File: src/rtl/branch_ctrl_seq_if.sv
// Connection bundle between the branch sequencer and the datapath it drives:
// run/IR/bus inputs, the per-state control strobes and the status outputs.
interface branch_ctrl_seq_if #(
  parameter int unsigned CNT_W = 16
);
  logic             run;
  logic [31:0]      ir;
  logic [31:0]      bus_in;
  logic             PCout, MARin, IncPC, Zlowin, Zlowout, PCin, Read, MDRin;
  logic             MDRout, IRin, Gra, Rout, con_in, Yin, Cout, ADD;
  logic             con_ff;
  logic             illegal;
  logic             busy;
  logic [CNT_W-1:0] taken_cnt;

  modport master (
    input  run, ir, bus_in,
    output PCout, MARin, IncPC, Zlowin, Zlowout, PCin, Read, MDRin,
           MDRout, IRin, Gra, Rout, con_in, Yin, Cout, ADD,
           con_ff, illegal, busy, taken_cnt
  );

  modport slave (
    output run, ir, bus_in,
    input  PCout, MARin, IncPC, Zlowin, Zlowout, PCin, Read, MDRin,
           MDRout, IRin, Gra, Rout, con_in, Yin, Cout, ADD,
           con_ff, illegal, busy, taken_cnt
  );
endinterface

File: src/rtl/branch_ctrl_seq.sv
// Moore sequencer stepping the datapath through T0..T6 for conditional
// branches; holds the CON flip-flop and a saturating taken-branch counter.
module branch_ctrl_seq #(
  parameter int unsigned MEM_WAIT = 0,
  parameter int unsigned CNT_W    = 16
) (
  input  logic               clock,
  input  logic               reset_n,
  branch_ctrl_seq_if.master  bus
);

  typedef enum logic [2:0] {
    IDLE = 3'd0,
    T0   = 3'd1,
    T1   = 3'd2,
    T2   = 3'd3,
    T3   = 3'd4,
    T4   = 3'd5,
    T5   = 3'd6,
    T6   = 3'd7
  } state_t;

  localparam logic [3:0]       WAIT_LIM = 4'(MEM_WAIT);
  localparam logic [4:0]       BR_OP    = 5'b10010;
  localparam logic [CNT_W-1:0] CNT_ONE  = {{(CNT_W-1){1'b0}}, 1'b1};
  localparam logic [CNT_W-1:0] CNT_MAX  = {CNT_W{1'b1}};

  state_t           state_q, state_d;
  logic [3:0]       wait_q, wait_d;
  logic             con_q, con_d;
  logic [CNT_W-1:0] cnt_q, cnt_d;
  logic             is_branch_s;
  logic [15:0]      strb_s;
  logic             illegal_s;

  function automatic logic cond_eval(input logic [3:0] c2, input logic [31:0] v);
    logic r;
    case (c2)
      4'b0000: r = (v == 32'd0);
      4'b0001: r = (v != 32'd0);
      4'b0010: r = ~v[31];
      4'b0011: r = v[31];
      default: r = 1'b0;
    endcase
    return r;
  endfunction

  assign is_branch_s = (bus.ir[31:27] == BR_OP);

  // Next-state, wait counter, CON latch and taken counter
  always_comb begin
    state_d = state_q;
    wait_d  = wait_q;
    con_d   = con_q;
    cnt_d   = cnt_q;
    case (state_q)
      IDLE: begin
        if (bus.run) state_d = T0;
        else         state_d = IDLE;
      end
      T0: begin
        state_d = T1;
        wait_d  = 4'd0;
      end
      T1: begin
        if (wait_q == WAIT_LIM) begin
          state_d = T2;
          wait_d  = 4'd0;
        end else begin
          wait_d  = wait_q + 4'd1;
        end
      end
      T2: state_d = T3;
      T3: begin
        if (is_branch_s) begin
          con_d   = cond_eval(bus.ir[22:19], bus.bus_in);
          state_d = T4;
        end else begin
          state_d = IDLE;
        end
      end
      T4: state_d = T5;
      T5: state_d = T6;
      T6: begin
        if (con_q && (cnt_q != CNT_MAX)) cnt_d = cnt_q + CNT_ONE;
        else                             cnt_d = cnt_q;
        if (bus.run) state_d = T0;
        else         state_d = IDLE;
      end
      default: state_d = IDLE;
    endcase
  end

  // State and status registers; reset clears everything at once
  always_ff @(posedge clock or negedge reset_n) begin
    if (!reset_n) begin
      state_q <= IDLE;
      wait_q  <= 4'd0;
      con_q   <= 1'b0;
      cnt_q   <= '0;
    end else begin
      state_q <= state_d;
      wait_q  <= wait_d;
      con_q   <= con_d;
      cnt_q   <= cnt_d;
    end
  end

  // Strobe decode; bit order matches the concatenation assigned below
  always_comb begin
    strb_s    = 16'h0000;
    illegal_s = 1'b0;
    case (state_q)
      IDLE: strb_s = 16'h0000;
      T0:   strb_s = 16'hF000;
      T1:   strb_s = 16'h0F00;
      T2:   strb_s = 16'h00C0;
      T3: begin
        if (is_branch_s) strb_s    = 16'h0038;
        else             illegal_s = 1'b1;
      end
      T4:   strb_s = 16'h8004;
      T5:   strb_s = 16'h1003;
      T6:   strb_s = {4'b0000, 1'b1, con_q, 10'b0000000000};
      default: strb_s = 16'h0000;
    endcase
  end

  assign {bus.PCout, bus.MARin, bus.IncPC, bus.Zlowin,
          bus.Zlowout, bus.PCin, bus.Read, bus.MDRin,
          bus.MDRout, bus.IRin, bus.Gra, bus.Rout,
          bus.con_in, bus.Yin, bus.Cout, bus.ADD} = strb_s;

  assign bus.illegal   = illegal_s;
  assign bus.busy      = (state_q != IDLE);
  assign bus.con_ff    = con_q;
  assign bus.taken_cnt = cnt_q;

endmodule

File: src/flat_wrapper.sv
// flat-port wrapper written by rule: the top's interface ports become plain ports
module branch_ctrl_seq_flat 
#(
  parameter int unsigned MEM_WAIT = 0,
  parameter int unsigned CNT_W    = 16
)
  (clock, reset_n, bus_run, bus_ir, bus_bus_in, bus_PCout, bus_MARin, bus_IncPC, bus_Zlowin, bus_Zlowout, bus_PCin, bus_Read, bus_MDRin, bus_MDRout, bus_IRin, bus_Gra, bus_Rout, bus_con_in, bus_Yin, bus_Cout, bus_ADD, bus_con_ff, bus_illegal, bus_busy, bus_taken_cnt);
  branch_ctrl_seq_if #(.CNT_W(CNT_W)) bus_i ();
  input  logic clock;
  input  logic reset_n;
  input wire logic [$bits(bus_i.run)-1:0] bus_run;
  input wire logic [$bits(bus_i.ir)-1:0] bus_ir;
  input wire logic [$bits(bus_i.bus_in)-1:0] bus_bus_in;
  output wire logic [$bits(bus_i.PCout)-1:0] bus_PCout;
  output wire logic [$bits(bus_i.MARin)-1:0] bus_MARin;
  output wire logic [$bits(bus_i.IncPC)-1:0] bus_IncPC;
  output wire logic [$bits(bus_i.Zlowin)-1:0] bus_Zlowin;
  output wire logic [$bits(bus_i.Zlowout)-1:0] bus_Zlowout;
  output wire logic [$bits(bus_i.PCin)-1:0] bus_PCin;
  output wire logic [$bits(bus_i.Read)-1:0] bus_Read;
  output wire logic [$bits(bus_i.MDRin)-1:0] bus_MDRin;
  output wire logic [$bits(bus_i.MDRout)-1:0] bus_MDRout;
  output wire logic [$bits(bus_i.IRin)-1:0] bus_IRin;
  output wire logic [$bits(bus_i.Gra)-1:0] bus_Gra;
  output wire logic [$bits(bus_i.Rout)-1:0] bus_Rout;
  output wire logic [$bits(bus_i.con_in)-1:0] bus_con_in;
  output wire logic [$bits(bus_i.Yin)-1:0] bus_Yin;
  output wire logic [$bits(bus_i.Cout)-1:0] bus_Cout;
  output wire logic [$bits(bus_i.ADD)-1:0] bus_ADD;
  output wire logic [$bits(bus_i.con_ff)-1:0] bus_con_ff;
  output wire logic [$bits(bus_i.illegal)-1:0] bus_illegal;
  output wire logic [$bits(bus_i.busy)-1:0] bus_busy;
  output wire logic [$bits(bus_i.taken_cnt)-1:0] bus_taken_cnt;
  assign bus_i.run = bus_run;
  assign bus_i.ir = bus_ir;
  assign bus_i.bus_in = bus_bus_in;
  assign bus_PCout = bus_i.PCout;
  assign bus_MARin = bus_i.MARin;
  assign bus_IncPC = bus_i.IncPC;
  assign bus_Zlowin = bus_i.Zlowin;
  assign bus_Zlowout = bus_i.Zlowout;
  assign bus_PCin = bus_i.PCin;
  assign bus_Read = bus_i.Read;
  assign bus_MDRin = bus_i.MDRin;
  assign bus_MDRout = bus_i.MDRout;
  assign bus_IRin = bus_i.IRin;
  assign bus_Gra = bus_i.Gra;
  assign bus_Rout = bus_i.Rout;
  assign bus_con_in = bus_i.con_in;
  assign bus_Yin = bus_i.Yin;
  assign bus_Cout = bus_i.Cout;
  assign bus_ADD = bus_i.ADD;
  assign bus_con_ff = bus_i.con_ff;
  assign bus_illegal = bus_i.illegal;
  assign bus_busy = bus_i.busy;
  assign bus_taken_cnt = bus_i.taken_cnt;
  branch_ctrl_seq #(.MEM_WAIT(MEM_WAIT), .CNT_W(CNT_W)) u_core (.clock(clock), .reset_n(reset_n), .bus(bus_i));
endmodule
File: config.mk
export PLATFORM = sky130hd
export DESIGN_NAME = branch_ctrl_seq_flat
export DESIGN_NICKNAME = d
export VERILOG_FILES = /design/src/rtl/branch_ctrl_seq_if.sv /design/src/rtl/branch_ctrl_seq.sv /design/src/flat_wrapper.sv
export SDC_FILE = /design/constraint.sdc
export NUM_CORES = 1
export LEC_CHECK = 0
export CAP_MARGIN = 20
export CELL_PAD_IN_SITES_DETAIL_PLACEMENT = 1
export CELL_PAD_IN_SITES_GLOBAL_PLACEMENT = 2
export CORE_AREA = 2 2 90 92
export DETAILED_ROUTE_END_ITERATION = 6
export DIE_AREA = 0 0 92 94
export PLACE_DENSITY_LB_ADDON = 0.1
export SLEW_MARGIN = 10
export SYNTH_ARGS = -nofsm -noshare
export SYNTH_HDL_FRONTEND = slang
export SYNTH_SLANG_ARGS = --single-unit
File: constraint.sdc
create_clock -name clock -period 3.1 [get_ports clock]
set_clock_uncertainty 0.05 [all_clocks]
set_input_delay 0.775 -clock clock [delete_from_list [all_inputs] [get_ports clock]]
set_output_delay 0.775 -clock clock [all_outputs]
set_load 0.02 [all_outputs]
==> results of run 1 <==
-- area by class of cell --
class / instances / area [sq um] / share of cell area (%)
clock buffer: 4 / 55.1 / 2.26
inverter: 6 / 22.5 / 0.923
multi-input combinational: 115 / 821 / 33.6
sequential: 24 / 602 / 24.7
tap: 102 / 128 / 5.23
timing repair buffer: 83 / 813 / 33.3
-- metrics by stage --
step                      setup TNS, ns  std cells  utilization [%]
after detailed placement         -0.528        330             31.3
after floorplan                       0        154                -
final                                 0        334             32.1
after global routing                  0        334             32.1
after CTS                             0        334             32.0
after global placement           -0.559        330             31.3
-- synth_stat cells (all sizes together) --
library cell / n
o211ai: 2
nor2b: 1
and2: 1
and4: 4
nor4: 10
nor2: 10
o21ai: 9
and3: 1
nand2b: 1
a22o: 1
ha: 3
nand4: 8
mux2i: 1
a2111oi: 1
or3: 3
nor3b: 2
nor3: 3
nand2: 13
or3b: 1
xor2: 8
o21ba: 1
a21oi: 5
inv: 6
xnor2: 10
a21o: 1
dfrtp: 24
a211oi: 1
o2111ai: 2
a31oi: 1
buf: 9
mux2: 3
a31o: 1
or2: 1
nor4b: 1
nand3: 5
-- path summary, 6_finish.rpt --
check,endpoint,slack [ns],start
setup / recovery,bus_Rout,0.14,bus_ir[27]
hold / removal,u_core.bus.taken_cnt[12],0.45,u_core.bus.taken_cnt[12]
setup reg to reg,u_core.bus.taken_cnt[15],1.17,u_core.state_q[0]
hold reg to reg,u_core.bus.taken_cnt[12],0.45,u_core.bus.taken_cnt[12]
max in group asynchronous,u_core.state_q[1],1.91,reset_n
min in group asynchronous,u_core.bus.taken_cnt[5],0.82,reset_n
-- placed cells by master (no fill, tap or decap), drive strengths merged, types with 3 or more instances in the layout --
master	Yosys	routed
inv	6	6
dlygate4sd2	0	4
dfrtp	24	24
ha	3	3
xor2	8	8
xnor2	10	10
nand3	5	5
or3	3	3
nor2	10	10
nand2	13	13
nor4	10	10
buf	9	5
nand4	8	8
clkbuf	0	4
a21oi	5	5
nor3	3	3
clkdlybuf4s50	0	74
mux2	3	3
o21ai	9	9
and4	4	4
-- worst register-to-register path, stage by stage (launching register included) --
cell     delay, ns
dfrtp_1       0.61
nand4_4       0.28
nor4_4        0.41
nand4_1       0.15
mux2_1        0.32
-- metal layers --
layer,vias up,track usage [%],wire length (um)
li1,717,-,-
met1,703,13.4,1980
met2,42,20.4,2230
met3,2,3.37,304
met4,0,2.99,31
met5,-,0,0
-- power by group through the flow --
stage | Combinational [mW] | Sequential (mW) | Clock [mW]
5_1_grt | 0.601 | 0.413 | 0.237
3_5_place_dp | 0.557 | 0.408 | 0
3_3_place_gp | 0.564 | 0.409 | 0
4_1_cts | 0.559 | 0.402 | 0.226
2_1_floorplan | 0.343 | 0.364 | 0
6_report | 0.548 | 0.401 | 0.214
-- cells by family (layout without fill, tap and decap cells) --
| logic type | after synthesis | in the layout |
|---|---|---|
| compound gates | 25 | 25 |
| xor+xnor | 18 | 18 |
| fa+ha+maj | 3 | 3 |
| buf+inv | 15 | 93 |
| flops | 24 | 24 |
| mux | 4 | 4 |
| simple gates | 65 | 65 |
-- what timing repair did --
action                     4_1_cts  5_1_grt
pin swaps                        0        0
setup buffers                    0        0
hold endpoints to repair         0        0
setup endpoints to repair        4        3
resized for setup                4        2
-- flip-flops by register name, indices dropped and copies added (netlist names) --
register	count
u_core.bus.con_ff	1
u_core.bus.taken_cnt	16
u_core.state_q	3
u_core.wait_q	4
==> results_dict.tcl, run 1 <==
set metrics [dict create \
    cts_tree "done" \
    htreeDepth 1 \
    area.growth.synth_to_final_pct 63.0 \
    grt_overflow 0 \
    nNetsFinal 303 \
    drt-total-wl_mm 4.55 \
    rows 32 \
    startpoint_type "input port" \
    p_seq_share_pct 34.5 \
    place_hpwl_mm 3.71 \
    clockBufferDepth 2 \
    setup_viol 0 \
    holdWs_ns 0.449 \
    grt_max_degree 25 \
    p_leak_nw 1.00 \
    syn_nets 224 \
    slowest_delay_ns 0.44 \
    numCtsBuffers 3 \
    p_int_mw 0.729 \
    swShare_pct 37.3 \
    io_pins 102 \
    yosys-top-cells-area "dfrtp_1, xnor2_1, xor2_1" \
    vias_per_cell 4.38 \
    antenna_found_initial 0 \
    hold_class "reg -> reg" \
    syn-cell-area_sq_um 1500 \
    clk_pin_slew_worst_paths_ns 0.08 \
    io_buffers 78 \
    worst-r2r-cell-count 4 \
    netlist_instances 154 \
    min_period_ns 2.96 \
    hold_viol 0 \
    root_buffer "clkbuf_8" \
    pwr-share-comb_pct 47.1 \
    synthAdderAreaFrac_pct 2.51 \
    vias 1464 \
    avgSynthCellArea_sq_um 9.73 \
    synth_area_leader_cell "dfrtp_1" \
    cts.sinks 24 \
    placeableCoreArea_sq_um 7610 \
    crit_family "buffers and inverters" \
    synthMuxAreaShare_pct 2.92 \
    drt_iter0_drc 31 \
    crit_buf_inv 3 \
    critical_path_depth 5 \
    place.gp.congestion 0.709 \
    min_period_over_period_pct 95.4 \
    outcome "finished clean" \
    yosysWarnings 0 \
    yosys.cell_types.count 43 \
    synth_top_family_by_area "simple AND/OR/NAND/NOR gates" \
    drive_above_1_share_pct 8.62 \
    p_clk_share_pct 18.4 \
    grt_pass1_wl_mm 7.87 \
    die_h_um 94 \
    critPathSlowestCell "clkdlybuf4s50_1" \
    fin_ws_ns 0.141 \
    path_class "in -> out" \
    diodes 0 \
    p_sw_mw 0.434 \
    critPathRequiredTime_ns 2.27 \
    yosysSeqAreaShare_pct 40.1 \
    place_area_sq_um 2380 \
    total_power_mw 1.16 \
    yosys.area_share.xor_xnor_pct 10.5 \
    synthSimpleGateAreaFrac_pct 27.2 \
    fmax_mhz 338 \
    yosysTopAreaCellShare_pct 40.1 \
    irDropWorstVdd_mv 0.347 \
    holdPathStages 1 \
    dp_slack_ns -0.165 \
    clkLatencyLatePin_ns 0.26 \
    ant_nets 0 \
    route.detailed.drc 0 \
    final_area_sq_um 2440 \
    synth-compound-area-share_pct 11.1 \
    cap_viol_max_count 0 \
    start_util_pct 19.7 \
    ys_seq_elements 24 \
    n_fill_cell 877 \
    chipWidth_um 92 \
    cts_hold_buf 0 \
    powerDensity_nw_per_um2 476 \
    worstMarginPinSlew_ns 0.425 \
    track_usage_pct 11.4 \
    arrival_ns 2.13 \
    rsz0062_at_grt "false" \
    end_kind "output port" \
    dieArea_sq_um 8650 \
    firstDrtPassIters 3 \
    slew_headroom_pct 71.7 \
    cp_cell_sequence "clkdlybuf4s50_1 > nor4b_4 > nand4_1 > inv_1 > dlygate4sd2_1" \
    grt_pass1_vias 1623 \
    wl_per_cell_um 13.6 \
    slew_violations 0 \
    cp_max_fo 3 \
]
(Power assumes the default switching activity.)
==> run 2: changes to the inputs <==
Settings changed: HOLD_SLACK_MARGIN set to 0.03.
==> results of run 2 <==
No change in the layout: final DEF, timing and power equal those of run 1.
